## src/rtl/button_conditioner.sv

```systemverilog
// button_conditioner: two-flop synchroniser and independent per-bit debounce
// counters for four push-buttons, with registered press/release strobes.
module button_conditioner #(
    parameter int unsigned DEBOUNCE_CYCLES = 250000,
    parameter bit          ACTIVE_LOW      = 1'b0,
    parameter int unsigned CNT_W           = $clog2(DEBOUNCE_CYCLES)
) (
    input  logic       clock,
    input  logic       reset,
    input  logic [3:0] btn_raw,
    output logic [3:0] btn_clean,
    output logic [3:0] btn_press,
    output logic [3:0] btn_release,
    output logic       any_press
);

    localparam logic [CNT_W-1:0] TERMINAL = CNT_W'(DEBOUNCE_CYCLES - 1);

    typedef enum logic [1:0] {
        ST_IDLE,
        ST_COUNT,
        ST_ACCEPT
    } step_e;

    logic [3:0] btn_in;
    logic [3:0] s1_q;
    logic [3:0] s2_q;
    logic [3:0] press_d_vec;
    logic       any_press_q;

    // Normalise polarity so 1 always means pressed from here on.
    assign btn_in = ACTIVE_LOW ? ~btn_raw : btn_raw;

    always_ff @(posedge clock or posedge reset) begin
        if (reset) begin
            s1_q <= '0;
            s2_q <= '0;
        end else begin
            s1_q <= btn_in;
            s2_q <= s1_q;
        end
    end

    for (genvar i = 0; i < 4; i++) begin : g_bit
        logic [CNT_W-1:0] cnt_q;
        logic [CNT_W-1:0] cnt_d;
        logic             clean_q;
        logic             clean_d;
        logic             press_q;
        logic             press_d;
        logic             release_q;
        logic             release_d;
        step_e            step;

        // Any cycle where the input agrees with the clean level restarts the count.
        always_comb begin
            if (s2_q[i] == clean_q) begin
                step = ST_IDLE;
            end else if (cnt_q == TERMINAL) begin
                step = ST_ACCEPT;
            end else begin
                step = ST_COUNT;
            end
        end

        always_comb begin
            cnt_d     = '0;
            clean_d   = clean_q;
            press_d   = 1'b0;
            release_d = 1'b0;
            unique case (step)
                ST_COUNT: begin
                    cnt_d = cnt_q + CNT_W'(1);
                end
                ST_ACCEPT: begin
                    clean_d   = s2_q[i];
                    press_d   = s2_q[i];
                    release_d = ~s2_q[i];
                end
                default: begin
                end
            endcase
        end

        always_ff @(posedge clock or posedge reset) begin
            if (reset) begin
                cnt_q     <= '0;
                clean_q   <= 1'b0;
                press_q   <= 1'b0;
                release_q <= 1'b0;
            end else begin
                cnt_q     <= cnt_d;
                clean_q   <= clean_d;
                press_q   <= press_d;
                release_q <= release_d;
            end
        end

        assign btn_clean[i]   = clean_q;
        assign btn_press[i]   = press_q;
        assign btn_release[i] = release_q;
        assign press_d_vec[i] = press_d;
    end

    // Registered from the next-state strobes so it lines up with btn_press.
    always_ff @(posedge clock or posedge reset) begin
        if (reset) begin
            any_press_q <= 1'b0;
        end else begin
            any_press_q <= |press_d_vec;
        end
    end

    assign any_press = any_press_q;

endmodule

```

## config.mk

```make
export PLATFORM = sky130hd
export DESIGN_NAME = button_conditioner
export DESIGN_NICKNAME = d
export VERILOG_FILES = /design/src/rtl/button_conditioner.sv
export SDC_FILE = /design/constraint.sdc
export NUM_CORES = 1
export LEC_CHECK = 0
export CAP_MARGIN = 25
export CORE_MARGIN = 3
export CORE_UTILIZATION = 65
export DETAILED_ROUTE_END_ITERATION = 8
export PLACE_DENSITY_LB_ADDON = 0.05
export SKIP_LAST_GASP = 1
export SLEW_MARGIN = 10
export SYNTH_ARGS = -nofsm -noshare
export SYNTH_HDL_FRONTEND = slang
export SYNTH_SLANG_ARGS = --single-unit
export TNS_END_PERCENT = 5
```

## constraint.sdc

```tcl
create_clock -name clock -period 5.9 [get_ports clock]
set_input_delay 1.18 -clock clock [delete_from_list [all_inputs] [get_ports clock]]
set_output_delay 1.18 -clock clock [all_outputs]
set_load 0.02 [all_outputs]
```

## Word level (Yosys, flattened, before mapping)

Index checks and enable logic that the tools add are counted.

| word-level totals | value |
|---|---|
| output and inout bits | 13 |
| word-level logic and storage cells | 64 |
| bits in registers | 93 |

| cells by class | value |
|---|---|
| reductions and logical operators | 1 |
| eq/ne operators | 16 |
| add/sub/neg operators | 4 |
| multiplexer cells | 20 |
| bitwise logic cells | 4 |

Operator list:

| kind | number |
|---|---|
| $add A18 B1 Y18 const B | 4 |
| $eq A18 B18 Y1 const B | 4 |
| $mux W18 | 4 |
| $mux W2 | 8 |
| $eq A2 B1 Y1 const B | 4 |
| $eq A2 B2 Y1 const B | 4 |
| $mux W1 | 8 |
| $eq A1 B1 Y1 | 4 |
| $not A1 Y1 | 4 |
| $reduce_or A4 Y1 | 1 |

## Depth between registers and ports, before layout

Gate-level depths: netlist (run 1).

| depth | value |
|---|---|
| depth after elaboration | 6 |
| mapped depth | 7 |
| depth with buffers taken out | 5 |

## Least setup slack after synthesis (run 1)

No wires, ideal clock.

| timing path | value |
|---|---|
| kind | register to register |
| from | reg g_bit[1].cnt_q[0] |
| to | reg g_bit[1].cnt_q[10] |
| stages on the path, launching flop included | 8 |
| setup time | 119 ps |
| period minus slack after synthesis | 1858 ps |
| path slack | 4042 ps |
| required time | 5781 ps |
| data arrival time | 1739 ps |
| path through | dfrtp_1 -> ha_1 -> nand3_4 -> or4_1 -> buf_2 -> o21ai_4 -> buf_6 -> nor2_1 |

| between the ends | value |
|---|---|
| word-level cells in the longest chain between the ends | 5 |
| elaborated cells on any way between the ends | 6 |
| classes of those cells | 1 x add/sub; 2 x eq/ne; 3 x mux |

RTL lines:

| item | RTL line | text |
|---|---|---|
| start, declared | 45 | `logic [CNT_W-1:0] cnt_q;` |
| start signal, assigned | 92 | `cnt_q <= cnt_d;` |
| parallel branches: the longest is 4 deep, another holds $add A18 B1 Y18 | - |  |
| $mux W18 (*) | 71 | `unique case (step)` |
| net g_bit[1].cnt_d[10] | 46 | `logic [CNT_W-1:0] cnt_d;` |

Mark *: on every way through the listed nets, which the timed path passes.
A chain may end at the register's enable or synchronous reset.

## Final worst setup path (run 1)

| timing path | value |
|---|---|
| from | reg g_bit[1].clean_q |
| to | out btn_clean[1] |

RTL lines:

| item | RTL line | text |
|---|---|---|
| start, declared | 47 | `logic clean_q;` |
| start signal, assigned | 93 | `clean_q <= clean_d;` |
| end, declared | 11 | `output logic [3:0] btn_clean,` |

No word-level cell between the ends.

==> run metrics, run 1 <==
pin count of the biggest net entering global routing 60; CP max stage cell clkdlybuf4s50_1; antenna-violating nets left 0; Clock H-tree levels 3; #FFs+latches synth 93; clk sinks 93; MaxCap Viol Count 0; Num CTS Buffers 9; dpl cell area 4580 um2; Slew headroom 50.0%; fin area 4780 um2; max frequency 383 MHz; gr usage total 22.1%; fraction of layout cells with a size suffix above 1 7.56%; Post-Synthesis Cell Area 4390 um2; maximum VDD drop 0.000160 V; CTS tree done; number of setup buffers added after CTS 0; Post-synth EDFFs 0; Clock Tree Buf Depth 2; Crit Path Category reg2out; NetSw 272 uW; DIE HEIGHT 88.2 um; switching share of power 25.0%; DP HPWL 5240 um; Flop pwr share 60.1%; Synth Area in Compound Gates 2.88%; Sum Neg Setup Slack 0 ns; Initial Util 67.9%; crit path buf inv count 1; routed vias 3116; Fillers 487; largest family of logic cells by synthesized area simple AND/OR/NAND/NOR gates; worst clock skew 0.0115 ns; Crit Path Max Fanout 5; vias in the first global route 2998; fin. max-slew vios 0; Startpoint Class register; WP data arrival 1.43 ns; simple-gate share of the synthesized area 25.6%; num rows 29; Post-CTS Hold Buffers 0; Synth area leaders dfrtp_1 (53%), xnor2_1 (9.8%), nor2_1 (6.8%); critical path's largest stage delay 0.63 ns; Top Family by Delay on Critical Path buffers and inverters; synthesis-to-finish area growth 8.90%; most frequent cell after synthesis dfrtp_1; CP Capture Type primary output; Synth top area share 53.0%; Synth Instances 429; share of total power in the clock network 36.1%; clk slew on worst S/H paths 0.09 ns; Synth async-reset ratio 100%; worst-path cell chain clkdlybuf4s50_1; NumNets Final 455; Yosys warning total 0; post-synth cell types 37; total congestion overflow 0; synthesized area per cell 10.2 um2; post-CTS resize count 0; status finished, final reports clean; I/O pin total 19; unrepaired setup endpoints after global routing no; routability cong. 0.833; post-synthesis sequential area ratio 53.0%; worst skew pair latency 0.37 ns; Post-Synth XOR/XNOR Area 12.2%; final wirelength 7610 um; Gate power share 3.8%; CP required 4.72 ns; Post-Syn Nets 439; HP Class reg2reg; DIE WIDTH 88.2 um; Core Region 6460 um2; cell accounting for the most synthesized area dfrtp_1; worst hold slack 0.357 ns; DRT iter0 DRCs 101; clock root cell clkbuf_8; DR vias/cell 5.91; antenna fix cells 0; post-synthesis adder-cell area fraction 1.14%; endpoints failing hold 0; initial antenna violation count 0; most instantiated cells after synthesis dfrtp_1 (93), nor2_1 (80), xnor2_1 (49); Top FF cell, synth dfrtp_1; min Tclk post-route 2.61 ns; Cell Int Power 818 uW; Final setup violation count 0; power per cell area 228 nW/um2; Worst Tran Pin Value 0.745 ns; WL per Instance 14.4 um; fin crit share 44.2%; Lkg Pwr 0.00188 uW; reg-to-reg slack, setup 3.79 ns; # DRC 0; Die ar. 7770 um2; mux cell area share after synthesis 0.770%; DRT Pass-1 Iters 4; first-pass GRT wire length 13500 um; count of input and output buffers 18
[cells in the final DEF, fill, tap and decap left out, drive strengths merged, types with 6 or more instances in the layout]
| cell | count |
|---|---|
| xor2 | 12 |
| o21ai | 8 |
| nand3 | 26 |
| clkbuf | 9 |
| a21oi | 6 |
| nand2 | 11 |
| inv | 19 |
| nor4 | 29 |
| clkdlybuf4s50 | 18 |
| nor2 | 80 |
| dfrtp | 93 |
| nand4 | 26 |
| xnor2 | 49 |
| nor3 | 13 |
[final cells by class]
cell class	instances	area, um2	area share (%)
clock buffers	9	124	2.59
clock inverters	7	57.6	1.20
inverters	18	68.8	1.44
repair buffers	23	238	4.98
well taps	77	96.3	2.02
multi-input cells	300	1870	39.1
flip-flops and latches	93	2330	48.7
[worst paths after layout]
path | startpoint | to | depth (start not counted)
setup reg to reg | g_bit[1].cnt_q[0]$_DFF_PP0_ | g_bit[1].cnt_q[12]$_DFF_PP0_ | 5
hold / removal | s1_q[0]$_DFF_PP0_ | s2_q[0]$_DFF_PP0_ | 0
hold reg to reg | s1_q[0]$_DFF_PP0_ | s2_q[0]$_DFF_PP0_ | 0
max in group asynchronous | reset | g_bit[2].cnt_q[8]$_DFF_PP0_ | 4
setup / recovery | g_bit[1].clean_q$_DFFE_PP0N_ | btn_clean[1] | 1
min in group asynchronous | reset | g_bit[2].cnt_q[9]$_DFF_PP0_ | 2
[state kept, by name, indices dropped and copies added, names as in the netlist]
register / cells
g_bit.cnt_q: 72
g_bit.clean_q: 4
g_bit.press_q: 4
g_bit.release_q: 4
s1_q: 4
s2_q: 4
any_press: 1
[power by group through the flow]
stage / clock (uW) / sequential [uW] / combinational, uW
finish: 394 / 656 / 41.0
global route: 429 / 658 / 48.6
CTS: 403 / 656 / 40.6
detailed placement: 0 / 669 / 40.6
global placement: 0 / 668 / 37.5
floorplan: 0 / 666 / 28.5
[logic make-up after synthesis]
| group | after synthesis |
|---|---|
| AND/OR/NAND/NOR | 213 |
| adder cells (fa/ha/maj) | 4 |
| AO/OA/AOI/OAI | 19 |
| flip-flops | 93 |
| XOR/XNOR | 61 |
| buffers and inverters | 36 |
| multiplexers | 3 |
[per-stage QoR]
stage                     std cells  total power (uW)  util, %  worst slack [ns]
final                           527              1090     74.0              3.29
after global routing            527              1140     74.0              3.23
after CTS                       526              1100     73.7              3.28
after detailed placement        510               709     70.9              3.12
after global placement          507               706     70.4              3.15
after floorplan                 429               695        -              2.30
[metal layers]
layer  global-route usage [%]  share of wire, %  vias to the layer above
li1                         -                 -                     1528
met3                     4.33               4.0                       10
met5                        0                 0                        -
met2                     35.8                50                       57
met4                     8.65               1.5                        0
met1                     29.6                45                     1521
Note: power is estimated with default switching activity, not from simulation.
==> inputs of run 2 (changes only) <==
CORE_UTILIZATION = 60   (was 65)
clock period = 2.7 ns   (was 5.9 ns; I/O delays follow)
==> run 2 against run 1 <==
Design area increased by 0.68%. Critical path type is now reg2reg. Sequential share of layout area decreased by 0.33 points. Clock skew shrank 0.0014 ns. Hold slack better by 0.0022 ns.
==> run metrics, run 2 (synthesis gave the netlist of run 1 again) <==
Crit Path Category reg2reg; clk slew on worst S/H paths 0.09 ns; Top Family by Delay on Critical Path simple AND/OR/NAND/NOR gates; gr usage total 20.1%; # DRC 0; DIE WIDTH 91.5 um; DRT iter0 DRCs 124; WL per Instance 14.3 um; fraction of layout cells with a size suffix above 1 7.56%; Clock H-tree levels 3; CP required 2.92 ns; power per cell area 502 nW/um2; worst-path cell chain ha_1 -> nand3_4 -> or4_1 -> o21ai_4 -> nor2_1; pin count of the biggest net entering global routing 94; Fillers 559; I/O pin total 19; min Tclk post-route 2.13 ns; Post-CTS Hold Buffers 0; max reg flops 72; Core Region 6940 um2; endpoints failing hold 0; vias in the first global route 2962; Final Power 2420 uW; Die ar. 8380 um2; commonest non-fill, non-tap cells in the layout dfrtp_1 (93), nor2_1 (80), xnor2_1 (49), nor4_1 (28), nand4_1 (25); num rows 30; worst clock skew 0.0101 ns; CTS tree done; final wirelength 7800 um; DIE HEIGHT 91.5 um; Startpoint Class register; Num CTS Buffers 9; Biggest register g_bit.cnt_q; Slew headroom 55.7%; area occupied by registers 2330 um2; MaxCap Viol Count 0; Initial Util 63.2%; post-CTS resize count 0; WP data arrival 2.35 ns; worst hold slack 0.360 ns; routed vias 3100; Sum Neg Setup Slack 0 ns; clk sinks 93; initial antenna violation count 0; most common cell after layout, fill and taps aside dfrtp_1; NumNets Final 455; critical path's largest stage delay 0.62 ns; number of setup buffers added after CTS 0; Clock Tree Buf Depth 2; DR vias/cell 5.68; worst skew pair latency 0.35 ns; antenna fix cells 0; maximum VDD drop 0.000429 V; fin. max-slew vios 0; antenna-violating nets left 0; HP Class reg2reg; Worst Tran Pin Value 0.658 ns; Crit Path Max Fanout 18; first-pass GRT wire length 13800 um; CP max stage cell or4_1; area of the multi-input gates 1870 um2; max frequency 469 MHz; crit path buf inv count 0; CP Capture Type register; status finished, final reports clean; fin crit share 78.9%; synthesis-to-finish area growth 9.64%; Lkg Pwr 0.00188 uW; routability cong. 0.829; Final setup violation count 0; DP HPWL 5240 um; total congestion overflow 0; DRT Pass-1 Iters 4; unrepaired setup endpoints after global routing no; count of input and output buffers 18; clock root cell clkbuf_8
==> run 2: cell types whose count changed in the layout (fill, tap and decap cells not counted), sizes merged <==
| cell | before | now |
|---|---|---|
| clkbuf | 9 | 12 |
| clkinv | 4 | 2 |
| inv | 19 | 18 |
==> run 2: layout make-up <==
cell class | instances | share of cell area [%]
Clock buffer | 12 | 3.43
Clock inverter | 4 | 0.624
Inverter | 18 | 1.48
Multi-Input combinational cell | 300 | 38.8
Sequential cell | 93 | 48.4
Tap cell | 96 | 2.50
Timing Repair Buffer | 23 | 4.79
==> run 2: final timing paths <==
kind / cells past startpoint / slack [ns] / endpoint / startpoint
worst max-delay path: 5 / 0.57 / g_bit[1].cnt_q[3]$_DFF_PP0_ / g_bit[1].cnt_q[0]$_DFF_PP0_
worst min-delay path: 0 / 0.36 / s2_q[1]$_DFF_PP0_ / s1_q[1]$_DFF_PP0_
worst max register to register: 5 / 0.57 / g_bit[1].cnt_q[3]$_DFF_PP0_ / g_bit[1].cnt_q[0]$_DFF_PP0_
worst min register to register: 0 / 0.36 / s2_q[1]$_DFF_PP0_ / s1_q[1]$_DFF_PP0_
max in group asynchronous: 3 / 1.69 / g_bit[3].cnt_q[4]$_DFF_PP0_ / reset
min in group asynchronous: 3 / 0.67 / g_bit[0].cnt_q[13]$_DFF_PP0_ / reset
==> run 2: where the power goes <==
part	switching (uW)	internal (uW)
Clock	481	414
Combinational	58.0	30.5
Sequential	20.8	1410
Total	560	1860
==> run 2: worst register-to-register path: cells and delay by family, from the launching register on <==
family	cells	cell delay, ns
compound gates	1	0.45
simple gates	3	0.90
fa+ha+maj	1	0.24
flops	1	0.40
==> run 2: through the flow <==
stage	std cells	worst slack, ns	instance area, um2	util, %
2_1_floorplan	429	0.842	4390	-
4_1_cts	546	0.540	4810	69.3
6_report	546	0.569	4810	69.3
5_1_grt	546	0.452	4810	69.3
3_3_place_gp	530	0.662	4620	66.5
3_5_place_dp	530	0.546	4620	66.5
==> run 2: routing by layer <==
layer,vias to the layer above,GRT usage [%],wire [um]
li1,1527,-,-
met1,1499,27.7,3720
met2,66,31.2,3710
met3,8,5.63,302
met4,0,5.90,63
met5,-,0,0
